$ cat src/rtl/binary_mask_render.sv
// binary_mask_render: renders the 1-bit skin mask as 12-bit RGB through a two-stage pipeline
// and measures per-frame foreground count and bounding box. MASK_OVERLAY_BOX_EN draws the latched box edges in red.
module binary_mask_render #(
    parameter int          H_ACTIVE = 640,
    parameter int          V_ACTIVE = 480,
    parameter logic [11:0] FG_LEVEL = 12'hFFF,
    parameter logic [11:0] BG_LEVEL = 12'h000
) (
    input  logic        iCLK,
    input  logic        iRST_N,
    input  logic        iBinary,
    input  logic        iDVAL,
    input  logic        iFrame_Start,
    output logic [11:0] oRed,
    output logic [11:0] oGreen,
    output logic [11:0] oBlue,
    output logic        oDVAL,
    output logic [18:0] oCount,
    output logic [9:0]  oMinX,
    output logic [9:0]  oMaxX,
    output logic [9:0]  oMinY,
    output logic [9:0]  oMaxY,
    output logic        oBoxValid,
    output logic        oStatValid
);

    localparam logic [9:0] X_LAST = 10'(H_ACTIVE - 1);
    localparam logic [9:0] Y_LAST = 10'(V_ACTIVE - 1);

    typedef enum logic [1:0] {
        IDLE   = 2'd0,
        ACTIVE = 2'd1,
        DONE   = 2'd2
    } state_t;

    function automatic logic [9:0] minU10(input logic [9:0] a, input logic [9:0] b);
        return (a < b) ? a : b;
    endfunction

    function automatic logic [9:0] maxU10(input logic [9:0] a, input logic [9:0] b);
        return (a > b) ? a : b;
    endfunction

    state_t      state_r, stateNext_s;
    logic [9:0]  xCnt_r, yCnt_r, xNext_s, yNext_s;
    logic [18:0] accCount_r, accCountNext_s, baseCount_s;
    logic [9:0]  accMinX_r, accMaxX_r, accMinY_r, accMaxY_r;
    logic [9:0]  accMinXNext_s, accMaxXNext_s, accMinYNext_s, accMaxYNext_s;
    logic [9:0]  baseMinX_s, baseMaxX_s, baseMinY_s, baseMaxY_s;
    logic [9:0]  curX_s, curY_s;
    logic        startNow_s, inFrame_s, beatCounted_s, lastBeat_s;
    logic        s1Valid_r, s1Pix_r;
    logic        onBox_s;
    logic [11:0] redNext_s, greenNext_s, blueNext_s;

    // Frame tracking: coordinate of the current beat, accumulator update and next FSM state.
    always_comb begin
        startNow_s    = iFrame_Start && (state_r != DONE);
        inFrame_s     = startNow_s || (state_r == ACTIVE);
        beatCounted_s = inFrame_s && iDVAL;

        // A start (outside DONE) makes this cycle's beat pixel (0,0) of a fresh frame.
        if (startNow_s) begin
            curX_s      = 10'd0;
            curY_s      = 10'd0;
            baseCount_s = 19'd0;
            baseMinX_s  = 10'h3FF;
            baseMaxX_s  = 10'd0;
            baseMinY_s  = 10'h3FF;
            baseMaxY_s  = 10'd0;
        end else begin
            curX_s      = xCnt_r;
            curY_s      = yCnt_r;
            baseCount_s = accCount_r;
            baseMinX_s  = accMinX_r;
            baseMaxX_s  = accMaxX_r;
            baseMinY_s  = accMinY_r;
            baseMaxY_s  = accMaxY_r;
        end

        lastBeat_s = beatCounted_s && (curX_s == X_LAST) && (curY_s == Y_LAST);

        if (beatCounted_s && iBinary) begin
            accCountNext_s = baseCount_s + 19'd1;
            accMinXNext_s  = minU10(baseMinX_s, curX_s);
            accMaxXNext_s  = maxU10(baseMaxX_s, curX_s);
            accMinYNext_s  = minU10(baseMinY_s, curY_s);
            accMaxYNext_s  = maxU10(baseMaxY_s, curY_s);
        end else begin
            accCountNext_s = baseCount_s;
            accMinXNext_s  = baseMinX_s;
            accMaxXNext_s  = baseMaxX_s;
            accMinYNext_s  = baseMinY_s;
            accMaxYNext_s  = baseMaxY_s;
        end

        if (beatCounted_s && (curX_s == X_LAST)) begin
            xNext_s = 10'd0;
            yNext_s = curY_s + 10'd1;
        end else if (beatCounted_s) begin
            xNext_s = curX_s + 10'd1;
            yNext_s = curY_s;
        end else begin
            xNext_s = curX_s;
            yNext_s = curY_s;
        end

        stateNext_s = IDLE;
        case (state_r)
            IDLE: begin
                if (lastBeat_s) begin
                    stateNext_s = DONE;
                end else if (startNow_s) begin
                    stateNext_s = ACTIVE;
                end else begin
                    stateNext_s = IDLE;
                end
            end
            ACTIVE: begin
                if (lastBeat_s) begin
                    stateNext_s = DONE;
                end else begin
                    stateNext_s = ACTIVE;
                end
            end
            DONE: begin
                if (iFrame_Start) begin
                    stateNext_s = ACTIVE;
                end else begin
                    stateNext_s = IDLE;
                end
            end
            default: stateNext_s = IDLE;
        endcase
    end

    // FSM state, coordinate counters and accumulators; DONE leaves everything clear for the next frame.
    always_ff @(posedge iCLK or negedge iRST_N) begin
        if (!iRST_N) begin
            state_r    <= IDLE;
            xCnt_r     <= 10'd0;
            yCnt_r     <= 10'd0;
            accCount_r <= 19'd0;
            accMinX_r  <= 10'h3FF;
            accMaxX_r  <= 10'd0;
            accMinY_r  <= 10'h3FF;
            accMaxY_r  <= 10'd0;
        end else if (state_r == DONE) begin
            state_r    <= stateNext_s;
            xCnt_r     <= 10'd0;
            yCnt_r     <= 10'd0;
            accCount_r <= 19'd0;
            accMinX_r  <= 10'h3FF;
            accMaxX_r  <= 10'd0;
            accMinY_r  <= 10'h3FF;
            accMaxY_r  <= 10'd0;
        end else begin
            state_r    <= stateNext_s;
            xCnt_r     <= xNext_s;
            yCnt_r     <= yNext_s;
            accCount_r <= accCountNext_s;
            accMinX_r  <= accMinXNext_s;
            accMaxX_r  <= accMaxXNext_s;
            accMinY_r  <= accMinYNext_s;
            accMaxY_r  <= accMaxYNext_s;
        end
    end

    // Statistics latch: loaded at the last-pixel edge so the pulse cycle already shows the new values.
    always_ff @(posedge iCLK or negedge iRST_N) begin
        if (!iRST_N) begin
            oCount     <= 19'd0;
            oMinX      <= 10'd0;
            oMaxX      <= 10'd0;
            oMinY      <= 10'd0;
            oMaxY      <= 10'd0;
            oBoxValid  <= 1'b0;
            oStatValid <= 1'b0;
        end else begin
            oStatValid <= lastBeat_s;
            if (lastBeat_s && (accCountNext_s != 19'd0)) begin
                oCount    <= accCountNext_s;
                oMinX     <= accMinXNext_s;
                oMaxX     <= accMaxXNext_s;
                oMinY     <= accMinYNext_s;
                oMaxY     <= accMaxYNext_s;
                oBoxValid <= 1'b1;
            end else if (lastBeat_s) begin
                oCount    <= 19'd0;
                oMinX     <= 10'd0;
                oMaxX     <= 10'd0;
                oMinY     <= 10'd0;
                oMaxY     <= 10'd0;
                oBoxValid <= 1'b0;
            end else begin
                oCount    <= oCount;
                oMinX     <= oMinX;
                oMaxX     <= oMaxX;
                oMinY     <= oMinY;
                oMaxY     <= oMaxY;
                oBoxValid <= oBoxValid;
            end
        end
    end

    // Stage 1: register the pixel and its valid flag.
    always_ff @(posedge iCLK or negedge iRST_N) begin
        if (!iRST_N) begin
            s1Valid_r <= 1'b0;
            s1Pix_r   <= 1'b0;
        end else begin
            s1Valid_r <= iDVAL;
            s1Pix_r   <= iBinary;
        end
    end

`ifdef MASK_OVERLAY_BOX_EN
    logic [9:0] s1X_r, s1Y_r;

    // Stage 1 coordinate; beats outside a frame carry (0,0).
    always_ff @(posedge iCLK or negedge iRST_N) begin
        if (!iRST_N) begin
            s1X_r <= 10'd0;
            s1Y_r <= 10'd0;
        end else if (beatCounted_s) begin
            s1X_r <= curX_s;
            s1Y_r <= curY_s;
        end else begin
            s1X_r <= 10'd0;
            s1Y_r <= 10'd0;
        end
    end

    // Box-edge hit test against the currently latched statistics.
    always_comb begin
        onBox_s = oBoxValid &&
                  ((((s1X_r == oMinX) || (s1X_r == oMaxX)) && (s1Y_r >= oMinY) && (s1Y_r <= oMaxY)) ||
                   (((s1Y_r == oMinY) || (s1Y_r == oMaxY)) && (s1X_r >= oMinX) && (s1X_r <= oMaxX)));
    end
`else
    assign onBox_s = 1'b0;
`endif

    // Colour selection for stage 2.
    always_comb begin
        if (onBox_s) begin
            redNext_s   = 12'hFFF;
            greenNext_s = 12'h000;
            blueNext_s  = 12'h000;
        end else if (s1Pix_r) begin
            redNext_s   = FG_LEVEL;
            greenNext_s = FG_LEVEL;
            blueNext_s  = FG_LEVEL;
        end else begin
            redNext_s   = BG_LEVEL;
            greenNext_s = BG_LEVEL;
            blueNext_s  = BG_LEVEL;
        end
    end

    // Stage 2: registered colour and valid.
    always_ff @(posedge iCLK or negedge iRST_N) begin
        if (!iRST_N) begin
            oRed   <= 12'h000;
            oGreen <= 12'h000;
            oBlue  <= 12'h000;
            oDVAL  <= 1'b0;
        end else begin
            oRed   <= redNext_s;
            oGreen <= greenNext_s;
            oBlue  <= blueNext_s;
            oDVAL  <= s1Valid_r;
        end
    end

endmodule

$ cat config.mk
export PLATFORM = sky130hd
export DESIGN_NAME = binary_mask_render
export DESIGN_NICKNAME = d
export VERILOG_FILES = /design/src/rtl/binary_mask_render.sv
export SDC_FILE = /design/constraint.sdc
export NUM_CORES = 1
export LEC_CHECK = 0
export CORE_ASPECT_RATIO = 1.2
export CORE_MARGIN = 2
export CORE_UTILIZATION = 51
export DETAILED_ROUTE_END_ITERATION = 16
export GPL_TIMING_DRIVEN = 0
export PLACE_DENSITY = 0.81
export SLEW_MARGIN = 15
export SYNTH_ARGS = -nofsm -noshare
export SYNTH_HDL_FRONTEND = slang
export SYNTH_SLANG_ARGS = --single-unit
$ cat constraint.sdc
create_clock -name iCLK -period 3.5 [get_ports iCLK]
set_input_delay 0.875 -clock iCLK [delete_from_list [all_inputs] [get_ports iCLK]]
set_output_delay 0.875 -clock iCLK [all_outputs]
set_load 0.01 [all_outputs]
* Yosys cells after proc, flatten, opt, wreduce, memory -nomap -nowiden *
Cells that the tools add are included.

operators by class
  $add $sub $neg = 3
  order comparisons = 4
  equal/unequal tests = 5
  muxes and demuxes = 41
  reductions and logical operators = 10

operators by type and width
  cell                   count
  $mux 10                28
  $mux 19                5
  $add 10x1->10 const B  2
  $gt 10x10->1           2
  $lt 10x10->1           2
  $add 19x1->19 const B  1
  $reduce_bool 19->1     1
  $mux 12                1
  $eq 10x10->1 const B   1
  $eq 10x9->1 const B    1
  $logic_and 1x1->1      6
  $pmux 2 s3             1
  $mux 1                 4
  $mux 2                 2
  $eq 2x1->1 const B     1
  $eq 2x2->1 const B     1
  $logic_not 2->1        1
  $ne 2x2->1 const B     1
  $reduce_bool 2->1      1
  $logic_or 1x1->1       1

word-level totals
  register bits = 157
  input port bits = 5
  output and inout port bits = 98
  logic and storage cells = 82

* Longest topological paths before layout *
  word-level depth = 9
  mapped depth = 19
  gate-level depth less buffers = 12

* Least setup slack after synthesis *
OpenSTA, ideal clock, no wires.

  path type = in2reg
  start = in iFrame_Start
  end = reg oMaxX[8]
  setup time = 0.125 ns
  arrival = 3.979 ns
  required time = 3.375 ns
  setup slack = -0.604 ns
  stages = 17
  path buffers = 6
  path through = clkbuf_1 > nand2_1 > clkbuf_1 > clkbuf_1 > buf_1 > nand2_1 > inv_1 > ha_1 > a21oi_1 > a21boi_0 > a2111oi_0 > a21oi_1 > nand2b_1 > clkbuf_1 > clkbuf_1 > a211oi_1 > nor3_1

between the ends
  cells in the longest elaborated chain, start to end = 8
  elaborated cells on any way between the ends = 21
  those cells by class = 1 x add/sub; 1 x order compare; 2 x eq/ne; 8 x mux; 9 x reduce/logical

ends and longest elaborated chain
  what                                                                   RTL line  text
  start, declared                                                        13        input logic iFrame_Start,
  $logic_and 1x1->1 (*)                                                  58        startNow_s = iFrame_Start && (state_r != DONE);
  parallel branches: the longest is 7 deep, another holds $add 19x1->19  --
  end signal, assigned                                                   184       oMaxX <= accMaxXNext_s;
  end signal, assigned                                                   198       oMaxX <= oMaxX;
  end, declared                                                          20        output logic [9:0] oMaxX,

Mark *: on every way between the ends.
A chain may end at the register's enable or synchronous reset.

* Worst setup path in the final report *
  start = in iBinary
  end = reg oMinX[4]

between the ends
  cells in the longest elaborated chain, start to end = 5
  elaborated cells on any way between the ends = 7
  those cells by class = 3 x mux; 4 x reduce/logical

ends and longest elaborated chain
  what                                          RTL line  text
  start, declared                               11        input logic iBinary,
  $logic_and 1x1->1 (*)                         83        if (beatCounted_s && iBinary) begin
  $mux 19                                       83
  $reduce_bool 19->1                            181       if (lastBeat_s && (accCountNext_s != 19'd0)) begin
  $logic_and 1x1->1                             181
  $mux 10 or $reduce_bool 2->1 (tied branches)  --
  end signal, assigned                          183       oMinX <= accMinXNext_s;
  end signal, assigned                          197       oMinX <= oMinX;
  end, declared                                 19        output logic [9:0] oMinX,

Every way passes the cells marked *; elsewhere a longest branch is shown, timed or not.

==> impl_metrics.ini <==
[yosys]
synthArstFlopShare_pct = 100
synth_edf_count = 0
synth_seq_area_share_pct = 45.3
yosys-top-cells-area = dfrtp_1 39%, dfstp_2 6.5%, ha_1 6.3%, nand2_1 5.8%, nor2_1 4.4%
netlist.area_leader.share_pct = 38.9
synthCells = 914
avgSynthCellArea_sq_um = 8.88
ys_ff_latch = 146
synth_top_cell_by_area = dfrtp_1
syn-num-nets = 960
synth.distinct_cells = 59
synth_area_sq_um = 8110
synth-main-ff-cell = dfrtp_1
yosys_warnings = 0

[critical_path]
critPathMaxStageDelay_ps = 580
required_ps = 3810
slowest_stage = clkdlybuf4s50_1
critPathLaunchType = primary input
critPathCaptureType = flop
path_class = primary input to flop
path_max_fanout = 10
path_cells = clkdlybuf4s50_1, nand4_1, or3_1, o31a_1, o21ai_1, nand3_1, nor4_4, buf_6, buf_12, a21oi_1
worstPathArrival_ps = 3810

[die]
rows = 50
fp.dieW_um = 119
start_util_pct = 52.1
fp.dieArea_sq_um = 16900
core-area_sq_um = 15600
ios = 103
die-height_um = 142

[timing]
worstMarginPinSlew_ps = 1120
hold_violations = 0
worst_slew_margin_rel_pct = 25.5
min_period_over_period_pct = 100
skew_ps = 9.86
slew_violations = 0
timing.final.ws_setup_ps = -3.10
fin_crit_ps = 3500
setup_violations = 2
fmax_ghz = 0.285

[cts]
cts_root_buffer = clkbuf_16
clock_path_buffers = 2
cts_max_level = 4
cts_hold_buf = 0
clkSinkCount = 146
cts_tree = built
path_clk_slew_ps = 60
clkLatencyLatePin_ps = 440
cts_buffers = 17

[layout]
finish.utilization_pct = 69.9
layout_common_cells = 125 x dfrtp_1, 122 x nand2_1, 99 x clkdlybuf4s50_1, 91 x nor2_1, 67 x buf_4
fin_cells = 1289
multi_input_area_sq_um = 4180
drive_gt1_share_pct = 20.4
finalInstanceArea_sq_um = 10900
nFillCells = 1109
layout_commonest_cell = dfrtp_1
nets = 1114
syn_to_final_growth_pct = 34.2
register_area_sq_um = 3680
diodes = 0

[place]
dpl.hpwl_um = 16500
portBuffers = 102
place_congestion = 0.976
placedCellCount = 1225
postPlaceCellArea_sq_um = 9590

[route]
first_pass_iters = 6
vias = 7768
drcViolationCount = 0
viasPerCell = 6.03
ant_nets = 0
drt-initial-drc-count = 838
finalWirelength_um = 25600
post_drt_wl_per_cell_um = 19.8

[run_status]
outcome = finished, violations left
violations = negative setup slack

[grt]
antenna_found_initial = 0
grt_use_total_pct = 28.9
grt_pass1_vias = 7102
grt_max_degree = 75
grt_pass1_wl_um = 37900
grt_overflow = 0

[power]
p_sw_uw = 984
switching_share_pct = 24.6
intPower_uw = 3020
p_comb_share_pct = 11.0
vdd_drop_max_uv = 295
powerDensity_nw_per_um2 = 368
p_clk_share_pct = 44.9
power.leakage_uw = 0.00486
power.share.sequential_pct = 44.2

[hold_path]
hp-class = flop to flop

[run]
maxCapViolations = 0
-- path summary, 6_finish.rpt --
| kind | from | cells after the start | slack (ps) | to |
|---|---|---|---|---|
| worst max-delay path | iBinary | 10 | -3 | oMinX[4] |
| worst min-delay path | s1Pix_r | 0 | 340 | oBlue[10] |
| worst max register to register | state_r[1] | 12 | -3 | accMinY_r[5] |
| worst min register to register | s1Pix_r | 0 | 340 | oBlue[10] |
| max in group asynchronous | iRST_N | 2 | 2280 | accMinX_r[1] |
| min in group asynchronous | iRST_N | 1 | 400 | oCount[14] |
-- kinds of logic after synthesis --
| kind of cell | count (synthesis) | share of synthesized area, % |
|---|---|---|
| flops | 146 | 45.3 |
| buf+inv | 115 | 7.19 |
| xor+xnor | 32 | 3.45 |
| fa+ha+maj | 41 | 6.32 |
| simple gates | 365 | 21.1 |
| mux | 14 | 1.84 |
| compound gates | 201 | 14.8 |
-- metrics by stage --
step                hold WS (ps)  setup slack [ps]  TNS [ps]  total power, uW
global placement             331             -4310   -739250             2160
global route                 354              -123     -1420             4130
CTS                          348             0.552         0             3970
detailed placement           336             -1780   -149430             2170
floorplan                    331              -106     -1130             2020
finish                       345             -3.10     -4.17             4000
-- worst max-delay path: cells and delay by family --
kind | cells | cell delay (ps)
AOI/OAI and AO/OA | 3 | 710
buffers and inverters | 3 | 960
and+or+nand+nor | 4 | 1250
-- Yosys cell counts, drive strengths merged (21+ instances only) --
master	number
dfrtp	126
a21oi	65
ha	41
nand2b	21
nand3	27
clkbuf	39
nand2	127
nor2	95
inv	28
buf	47
o21ai	67
nor3	33
-- cell type report --
type / instances / share of cell area [%]
buffer: 84 / 6.39
clock buffer: 23 / 4.30
clock inverter: 9 / 0.977
inverter: 29 / 1.06
multi-input combinational: 653 / 38.4
sequential: 146 / 33.8
tap: 208 / 2.39
timing repair buffer: 137 / 12.7
-- state kept, by name, indices dropped and copies added (netlist names), 2 cells and up --
| register | count |
|---|---|
| oMinY | 10 |
| oCount | 19 |
| oMaxX | 10 |
| accMinX_r | 10 |
| state_r | 2 |
| accMaxX_r | 10 |
| accMaxY_r | 10 |
| oMinX | 10 |
| accMinY_r | 10 |
| xCnt_r | 10 |
| yCnt_r | 10 |
| oMaxY | 10 |
| accCount_r | 19 |
-- power by group through the flow --
stage               clock [uW]  sequential [uW]  combinational (uW)
global route              1880             1770                 476
CTS                       1800             1770                 409
detailed placement           0             1790                 379
global placement             0             1790                 370
floorplan                    0             1790                 229
finish                    1800             1770                 440
-- layer usage --
layer / part of all wire [%] / GRT usage (%)
met5: 0 / 0
met4: 5.9 / 16.0
met3: 10 / 6.17
met2: 47 / 47.4
met1: 37 / 35.8
-- timing repair --
| item | in CTS | in global routing |
|---|---|---|
| cloned | 1 | 3 |
| pin swaps | 9 | 14 |
| buffers inserted | 12 | 18 |
| endpoints found under the setup margin | 109 | 92 |
| gates resized for setup | 77 | 61 |
No activity file was read; power rests on OpenSTA's default activity.
